`src/rtl/shifter_pipe.sv`:
```
// Multi-cycle shifter/rotator with valid/ready handshakes on both sides.
// An accepted request is shifted at most STEP positions per BUSY cycle.
// The registered result and flags stay stable in DONE until the consumer
// takes them.
module shifter_pipe #(
    parameter int WIDTH = 32,
    parameter int STEP  = 4
) (
    input  logic             clk,
    input  logic             rst_n,
    input  logic             in_valid,
    output logic             in_ready,
    input  logic [WIDTH-1:0] A,
    input  logic [WIDTH-1:0] B,
    input  logic [2:0]       aluc,
    output logic             out_valid,
    input  logic             out_ready,
    output logic [WIDTH-1:0] Result,
    output logic             Zero,
    output logic             Carry,
    output logic             Negative,
    output logic             Overflow
);

    localparam int             SW     = $clog2(WIDTH);
    localparam logic [SW-1:0]  STEP_V = SW'(STEP);

    localparam logic [2:0] M_SRA = 3'b000;
    localparam logic [2:0] M_SRL = 3'b001;
    localparam logic [2:0] M_SLL = 3'b010;
    localparam logic [2:0] M_SLA = 3'b011;
    localparam logic [2:0] M_ROR = 3'b100;
    localparam logic [2:0] M_ROL = 3'b101;

    localparam logic [WIDTH-1:0] LSB_ONE = WIDTH'(1);
    localparam logic [WIDTH-1:0] MSB_ONE = {1'b1, {(WIDTH-1){1'b0}}};

    typedef enum logic [1:0] {IDLE, BUSY, DONE} state_t;

    state_t           state;
    logic [WIDTH-1:0] work;
    logic [SW-1:0]    rem;
    logic [2:0]       mode;
    logic             c_acc;
    logic             v_acc;
    logic             amt_nz;

    logic [SW-1:0]    k;
    logic             last;
    logic [WIDTH-1:0] nxt_work;
    logic             nxt_c;
    logic             nxt_v;
    logic             fin_c;
    logic             r_out;
    logic             l_out;
    logic [WIDTH-1:0] sla_sh;
    logic [WIDTH-1:0] sla_back;

    // Only the low SW bits of A select the amount.
    logic unused_a;
    assign unused_a = ^A[WIDTH-1:SW];

    // One step of the datapath: shift by k = min(rem, STEP), track the last
    // bit shifted out and whether the top k+1 bits disagreed (SLA sign change).
    always_comb begin
        k        = (rem < STEP_V) ? rem : STEP_V;
        last     = (rem <= STEP_V);
        nxt_work = work;
        nxt_c    = c_acc;
        nxt_v    = v_acc;
        // last bit leaving on the right is work[k-1], on the left work[WIDTH-k]
        r_out    = |(work & (LSB_ONE << (k - 1'b1)));
        l_out    = |(work & (MSB_ONE >> (k - 1'b1)));
        // top k+1 bits all equal  <=>  (work << k) >>> k reproduces work
        sla_sh   = work << k;
        sla_back = $signed(sla_sh) >>> k;
        case (mode)
            M_SRA: begin
                nxt_work = $signed(work) >>> k;
                if (k != '0) nxt_c = r_out;
            end
            M_SRL: begin
                nxt_work = work >> k;
                if (k != '0) nxt_c = r_out;
            end
            M_SLL: begin
                nxt_work = work << k;
                if (k != '0) nxt_c = l_out;
            end
            M_SLA: begin
                nxt_work = work << k;
                if (k != '0) nxt_c = l_out;
                if (sla_back != work) nxt_v = 1'b1;
            end
            M_ROR: nxt_work = (work >> k) | (work << (WIDTH - int'(k)));
            M_ROL: nxt_work = (work << k) | (work >> (WIDTH - int'(k)));
            default: ;
        endcase
        // rotate carry is read from the final value, and only for a nonzero amount
        case (mode)
            M_ROR:   fin_c = amt_nz & nxt_work[WIDTH-1];
            M_ROL:   fin_c = amt_nz & nxt_work[0];
            default: fin_c = nxt_c;
        endcase
    end

    // Control FSM plus working registers and registered outputs.
    always_ff @(posedge clk or negedge rst_n) begin
        if (!rst_n) begin
            state     <= IDLE;
            in_ready  <= 1'b1;
            out_valid <= 1'b0;
            Result    <= '0;
            Zero      <= 1'b0;
            Carry     <= 1'b0;
            Negative  <= 1'b0;
            Overflow  <= 1'b0;
            work      <= '0;
            rem       <= '0;
            mode      <= '0;
            c_acc     <= 1'b0;
            v_acc     <= 1'b0;
            amt_nz    <= 1'b0;
        end else begin
            case (state)
                IDLE: begin
                    if (in_valid && in_ready) begin
                        work     <= B;
                        rem      <= A[SW-1:0];
                        mode     <= aluc;
                        amt_nz   <= |A[SW-1:0];
                        c_acc    <= 1'b0;
                        v_acc    <= 1'b0;
                        in_ready <= 1'b0;
                        state    <= BUSY;
                    end
                end
                BUSY: begin
                    work  <= nxt_work;
                    rem   <= rem - k;
                    c_acc <= nxt_c;
                    v_acc <= nxt_v;
                    if (last) begin
                        Result    <= nxt_work;
                        Zero      <= (nxt_work == '0);
                        Negative  <= nxt_work[WIDTH-1];
                        Carry     <= fin_c;
                        Overflow  <= nxt_v;
                        out_valid <= 1'b1;
                        state     <= DONE;
                    end
                end
                DONE: begin
                    if (out_ready) begin
                        out_valid <= 1'b0;
                        in_ready  <= 1'b1;
                        state     <= IDLE;
                    end
                end
                default: begin
                    out_valid <= 1'b0;
                    in_ready  <= 1'b1;
                    state     <= IDLE;
                end
            endcase
        end
    end

endmodule
```
`config.mk`:
```
export PLATFORM = sky130hd
export DESIGN_NAME = shifter_pipe
export DESIGN_NICKNAME = d
export VERILOG_FILES = /design/src/rtl/shifter_pipe.sv
export SDC_FILE = /design/constraint.sdc
export NUM_CORES = 1
export LEC_CHECK = 0
export BUFFER_PORTS_ARGS = -buffer_cell sky130_fd_sc_hd__buf_4
export CAP_MARGIN = 20
export CORE_ASPECT_RATIO = 0.6
export CORE_MARGIN = 3
export CORE_UTILIZATION = 50
export CTS_BUF_LIST = sky130_fd_sc_hd__clkbuf_2 sky130_fd_sc_hd__clkbuf_4 sky130_fd_sc_hd__clkbuf_8
export DETAILED_ROUTE_END_ITERATION = 16
export MAX_ROUTING_LAYER = met4
export PLACE_DENSITY = 0.73
export SYNTH_ARGS = -nofsm -noshare
export SYNTH_HDL_FRONTEND = slang
export SYNTH_SLANG_ARGS = --single-unit
```
`constraint.sdc`:
```
create_clock -name clk -period 4.1 [get_ports clk]
set_input_delay 0.41 -clock clk [delete_from_list [all_inputs] [get_ports clk]]
set_output_delay 0.41 -clock clk [all_outputs]
set_load 0.1 [all_outputs]
```
; ---- After elaboration in Yosys (flattened, before gate mapping)
; Cells that the tools add are included.
[word_totals]
ff_bits = 83
mem_bits_ro = 0
input_bits = 71
latch_bits = 0
out_inout_bits = 38
ramBits = 0
mem_count = 0
[classes]
mul = 0
shifts = 8
eq_ne = 11
add_sub_neg = 3
bitwise_logic = 8
muxes = 24
div_mod_pow = 0
reduce_logical = 17
magnitude_cmp = 2
[op_table]
columns = op, n
row1 = 32-bit case mux with 5 select lines, 1
row2 = 32-bit bitwise AND, 2
row3 = 32-bit OR, 2
row4 = 32-bit case mux with 2 select lines, 1
row5 = 32-bit OR reduction, 2
row6 = 32-bit by 5-bit >>> shifter with 32-bit output, 2
row7 = 32-bit logical NOT, 1
row8 = 32-bit two-way mux, 1
row9 = 32-bit != test, 1
row10 = "1-bit by 5-bit left shift with 32-bit output, first input constant", 1
row11 = 32-bit by 32-bit left shift with 32-bit output, 1
row12 = 32-bit by 5-bit left shift with 32-bit output, 1
row13 = 32-bit by 32-bit right shift with 32-bit output, 1
row14 = 32-bit by 5-bit right shift with 32-bit output, 1
row15 = "32-bit by 5-bit right shift with 32-bit output, first input constant", 1
row16 = 5-bit two-way mux, 2
row17 = 5-bit case mux with 2 select lines, 1
row18 = 3-bit AND reduction, 3
row19 = 1-bit two-way mux, 8
row20 = 1-bit case mux with 2 select lines, 4
row21 = "6-bit by 5-bit subtractor with 7-bit output, first input constant", 1
row22 = "3-bit by 2-bit == test with 1-bit output, second input constant", 2
row23 = "3-bit == test, second input constant", 2
row24 = 2-bit two-way mux, 3
row25 = other kinds (20), 28

; ---- Longest topological paths before layout
[depth]
depth_word = 9
mapped_depth = 21
depth_no_buf = 15

; ---- Worst setup path before layout
; OpenSTA, ideal clock, no wires.
[synth_timing]
path_kind = flip-flop to flip-flop
from = register rem[2]
to = register Zero
setup_ns = 0.095
t_arrival_ns = 4.455
period_less_slack_ns = 4.550
stages_incl_launch_ff = 19
setup_slack_ns = -0.450
path_cell_list = dfrtp_1 buf_2 nor4b_4 buf_2 buf_4 buf_2 buf_2 ha_1 clkbuf_1 inv_1 buf_1 clkbuf_1 mux2i_1 o311ai_0 o32ai_1 nand2_1 nor3b_1 nand3_1 o31ai_1
[synth_via]
elab_chain_cells = 7
[synth_rtl]
columns = item, line_no
row1 = start: declaration, 42  ; logic [SW-1:0] rem;
row2 = start signal: assignment, 129  ; rem <= A[SW-1:0];
row3 = start signal: assignment, 140  ; rem <= rem - k;
row4 = 5-bit by 3-bit < comparator with 1-bit output, 66  ; k = (rem < STEP_V) ? rem : STEP_V;
row5 = 5-bit two-way mux, 66
row6 = 6-bit by 5-bit subtractor with 7-bit output, "95, 96"
row7 = 32-bit by 32-bit right shift with 32-bit output / 32-bit by 32-bit left shift with 32-bit output (equally long branches), "96, 95"
row8 = "32-bit OR, on equally long branches", "96, 95"
row9 = 32-bit case mux with 5 select lines, 77  ; case (mode)
row10 = 32-bit logical NOT, 145  ; Zero <= (nxt_work == '0);
row11 = end signal: assignment, 145
row12 = end: declaration, 19  ; output logic Zero,
; Parallel ways exist; a longest one is shown, timed or not.
; A chain may end at the register's enable or synchronous reset.

; ---- Final worst setup path
[layout_timing]
from = register rem[3]
to = register Zero
; The elaborated chain is that of the path after synthesis.

==> results.md <==
* Result of the run: finished clean
* Area growth from synthesis to layout at 17.88%
* Fraction of the yosys area taken by sequential cells at 0.2404
* Vertical extent of the die at 107.2 microns
* Crit Reg-Reg Startpoint: rem[3]$_DFFE_PN0P_
* Critical Path, Cell by Cell: nor4b_4 -> inv_1 -> ha_1 -> inv_1 -> nor2_1 -> ha_1 -> inv_1 -> o211ai_1 -> nor2_1 -> buf_4 -> a22oi_1 -> a31oi_1 -> o22ai_1 -> nand2_1 -> or4b_1 -> o31ai_1
* Detailed placer's ending HPWL at 30.56 mm
* Unrepaired setup endpoints after global routing: false
* Fill cell count at 1510
* Number of warnings reported in the yosys synthesis log at 0
* Main synth FF type: dfrtp_1
* Routability congestion estimate at 1.124
* Layout Nets at 1225
* Max Clock Freq at 0.2524 GHz
* Detail-routed net length per standard cell at 31.39 microns
* Fraction of final layout cells sized beyond drive strength 1 at 0.2459
* Post-route minimum period at 3.962 ns
* Clock latency at the later pin of the worst-skew pair at 0.40 ns
* Reported max-cap violation count at 0
* DR vias at 10.47k
* Grt ovf at 0
* Effective utilization at floorplan at 0.5180
* Clk pin slew, worst setup/hold paths at 0.12 ns
* Kind of critical path: reg2reg
* Setup slack of the worst register-to-register path at 0.14 ns
* Critical Path RT at 4.39 ns
* Vias in the first global route at 9479
* Total routing usage reported by global routing at 0.4675
* CTS tree: done
* Asr flop ratio synth at 1.000
* Cell depth of the worst flop-to-flop path at 16
* Fin Hold WS at 0.2134 ns
* Kind of end point of the critical path: register
* Worst-case headroom to the max-slew limit at 0.2233
* Flip-flop and latch count after synthesis at 82
* Total count of hold-check failures in the final report at 0
* Highest cell delay on the worst timing path at 0.50 ns
* Max clock buf depth at 2
* Final Max Tran Viols at 0
* Number of placement rows at 36
* Worst Setup EP: Zero$_DFFE_PN0P_
* Pin count of the biggest net entering global routing at 66
* TritonRoute pass-1 iters at 7
* Final standard cell area without fillers at 10070 sq um
* Clock Sinks at 82
* Root buffer cell: clkbuf_8
* Total die area at 18730 sq um
* First element of the critical path: rem[3]$_DFFE_PN0P_
* Avg Vias per Cell at 7.563
* Cell area reported after detailed placement at 9747 sq um
* Count of cells along the worst hold path at 3
* Initial antenna violation count at 0
* Cell seen most often among critical-path stages: inv_1
* Total area of multi-input combinational cells at 6031 sq um
* Arrival time at the worst endpoint at 4.25 ns
* Kind of start point of the critical path: register
* Proportion of netlist area held by the largest area contributor at 0.2374
* Classification of the worst-slack hold path: in2reg
* Number of design-rule violations left by the first detailed-router iteration at 2112
* Die width at 174.7 microns
* Cell count after synthesis at 1088
* Sequential cell area in the final layout at 2056 sq um
* Final setup fails at 0
* Number of synthesized flops with an enable pin at 0
* Share of the clock period used by the worst path at 0.9664
* Setup clock skew after layout at 0.02157 ns
* Cell accounting for the most synthesized area: dfrtp_1
* Number of buffer cells added on primary ports at 81
* Post-Route WL at 43.44 mm
* Post-route antenna net violation count at 0
* Slowest CP cell: dfrtp_2
* Dominant cell by count in the synthesized netlist: nand2_1
* H-tree depth reported by CTS at 3
* Num CTS Buffers at 9
* Critical path peak fanout at 8
* DRC violation count after routing at 0
* Most frequent cells after synthesis: nand2_1, clkbuf_1, o21ai_0
* Setup tns final at 0 ns
* Actual slew at the worst max-slew pin at 1.151 ns
* Number of primary I/O pins at 109
* Synth top area cells: dfrtp_1, mux2i_1, mux4_2
* Synthesized area divided by synthesized cell count at 7.849 sq um
* Critical register-to-register path endpoint: Zero$_DFFE_PN0P_
* Area of the mapped netlist at 8539 sq um
* Global-route wire length before repair at 63.74 mm
* Netlist cell types at 77
* Core outline area at 16490 sq um
[sequential cells by signal, summed over array words and instances, names as in the netlist]
| name | count |
|---|---|
| Result | 32 |
| work | 32 |
| rem | 5 |
| mode | 3 |
| state | 2 |
| Carry | 1 |
| Overflow | 1 |
| Zero | 1 |
| amt_nz | 1 |
| c_acc | 1 |
| in_ready | 1 |
| out_valid | 1 |
| v_acc | 1 |
[cells by family (layout without fill, tap and decap cells)]
family                     after synthesis  count (layout)  share of synthesized area
other                                    1               3                  0.0004391
buffers and inverters                  150             216                    0.06901
xor gates and xnor gates                 1               1                   0.001026
muxes                                  132             132                     0.1946
and+or+nand+nor                        327             327                     0.1763
AOI/OAI and AO/OA                      390             390                     0.3112
DFF                                     82              82                     0.2404
adders and majority gates                5               5                   0.007033
[cell usage in the layout (no fill, tap or decap), drive strengths merged, types with 17 or more instances in the layout]
cell and count:
dfrtp 81, o22ai 25, inv 23, mux2 23
a211oi 17, mux4 24, buf 181, nand3 26
o21ai 102, a22oi 38, mux2i 85, nor3 30
o221ai 17, a21oi 60, nor2 77, nand2 135
[what timing repair did]
item,CTS,global route
endpoints found under the hold margin,20,0
resized for setup,1,19
setup endpoints to repair,1,2
pin swaps,0,0
hold buffers,1,0
buffers inserted,0,0
[worst min path at each step]
stage | from | endpoint | slack (ns)
2_1_floorplan | rst_n | Carry$_DFFE_PN0P_ | 0.11
3_3_place_gp | rst_n | work[3]$_DFFE_PN0P_ | 0.40
3_5_place_dp | rst_n | work[3]$_DFFE_PN0P_ | 0.40
4_1_cts | aluc[2] | mode[2]$_DFFE_PN0P_ | 0.21
5_1_grt | A[0] | rem[0]$_DFFE_PN0P_ | 0.21
6_report | aluc[2] | mode[2]$_DFFE_PN0P_ | 0.21
[stage by stage]
step | instances | utilization | setup WS (ns)
6_report | 1384 | 0.6106 | 0.1379
3_5_place_dp | 1366 | 0.5912 | 0.07402
2_1_floorplan | 1089 | - | 0.002357
5_1_grt | 1383 | 0.6104 | 0.005518
3_3_place_gp | 1365 | 0.5909 | 0.1810
4_1_cts | 1383 | 0.6041 | 0.005985
[final cells by class]
| class | count | area share |
|---|---|---|
| Clock inverter | 7 | 0.007582 |
| Clock buffer | 9 | 0.01231 |
| Tap cell | 228 | 0.02834 |
| Multi-Input combinational cell | 857 | 0.5991 |
| Sequential cell | 82 | 0.2042 |
| Timing Repair Buffer | 182 | 0.1415 |
| Inverter | 18 | 0.006712 |
| Antenna cell | 1 | 0.0002486 |
[layer usage]
| layer | track usage | vias up | wire, microns |
|---|---|---|---|
| met5 | - | - | 0 |
| met4 | 0.1354 | 0 | 1948 |
| met3 | 0.1967 | 186 | 8144 |
| met2 | 0.6210 | 1105 | 16650 |
| met1 | 0.6436 | 4915 | 16690 |
| li1 | - | 4261 | - |
[worst max-delay path: cells and delay by family (launching register included)]
| kind | cells | cell delay, ns |
|---|---|---|
| AOI/OAI and AO/OA | 5 | 1.08 |
| adders and majority gates | 2 | 0.57 |
| buffers and inverters | 4 | 0.50 |
| DFF | 1 | 0.50 |
| and+or+nand+nor | 5 | 1.20 |
Power is left out: the tool's default activity adds up to more than one toggle a clock period on the data nets, which glitch-free logic cannot reach.
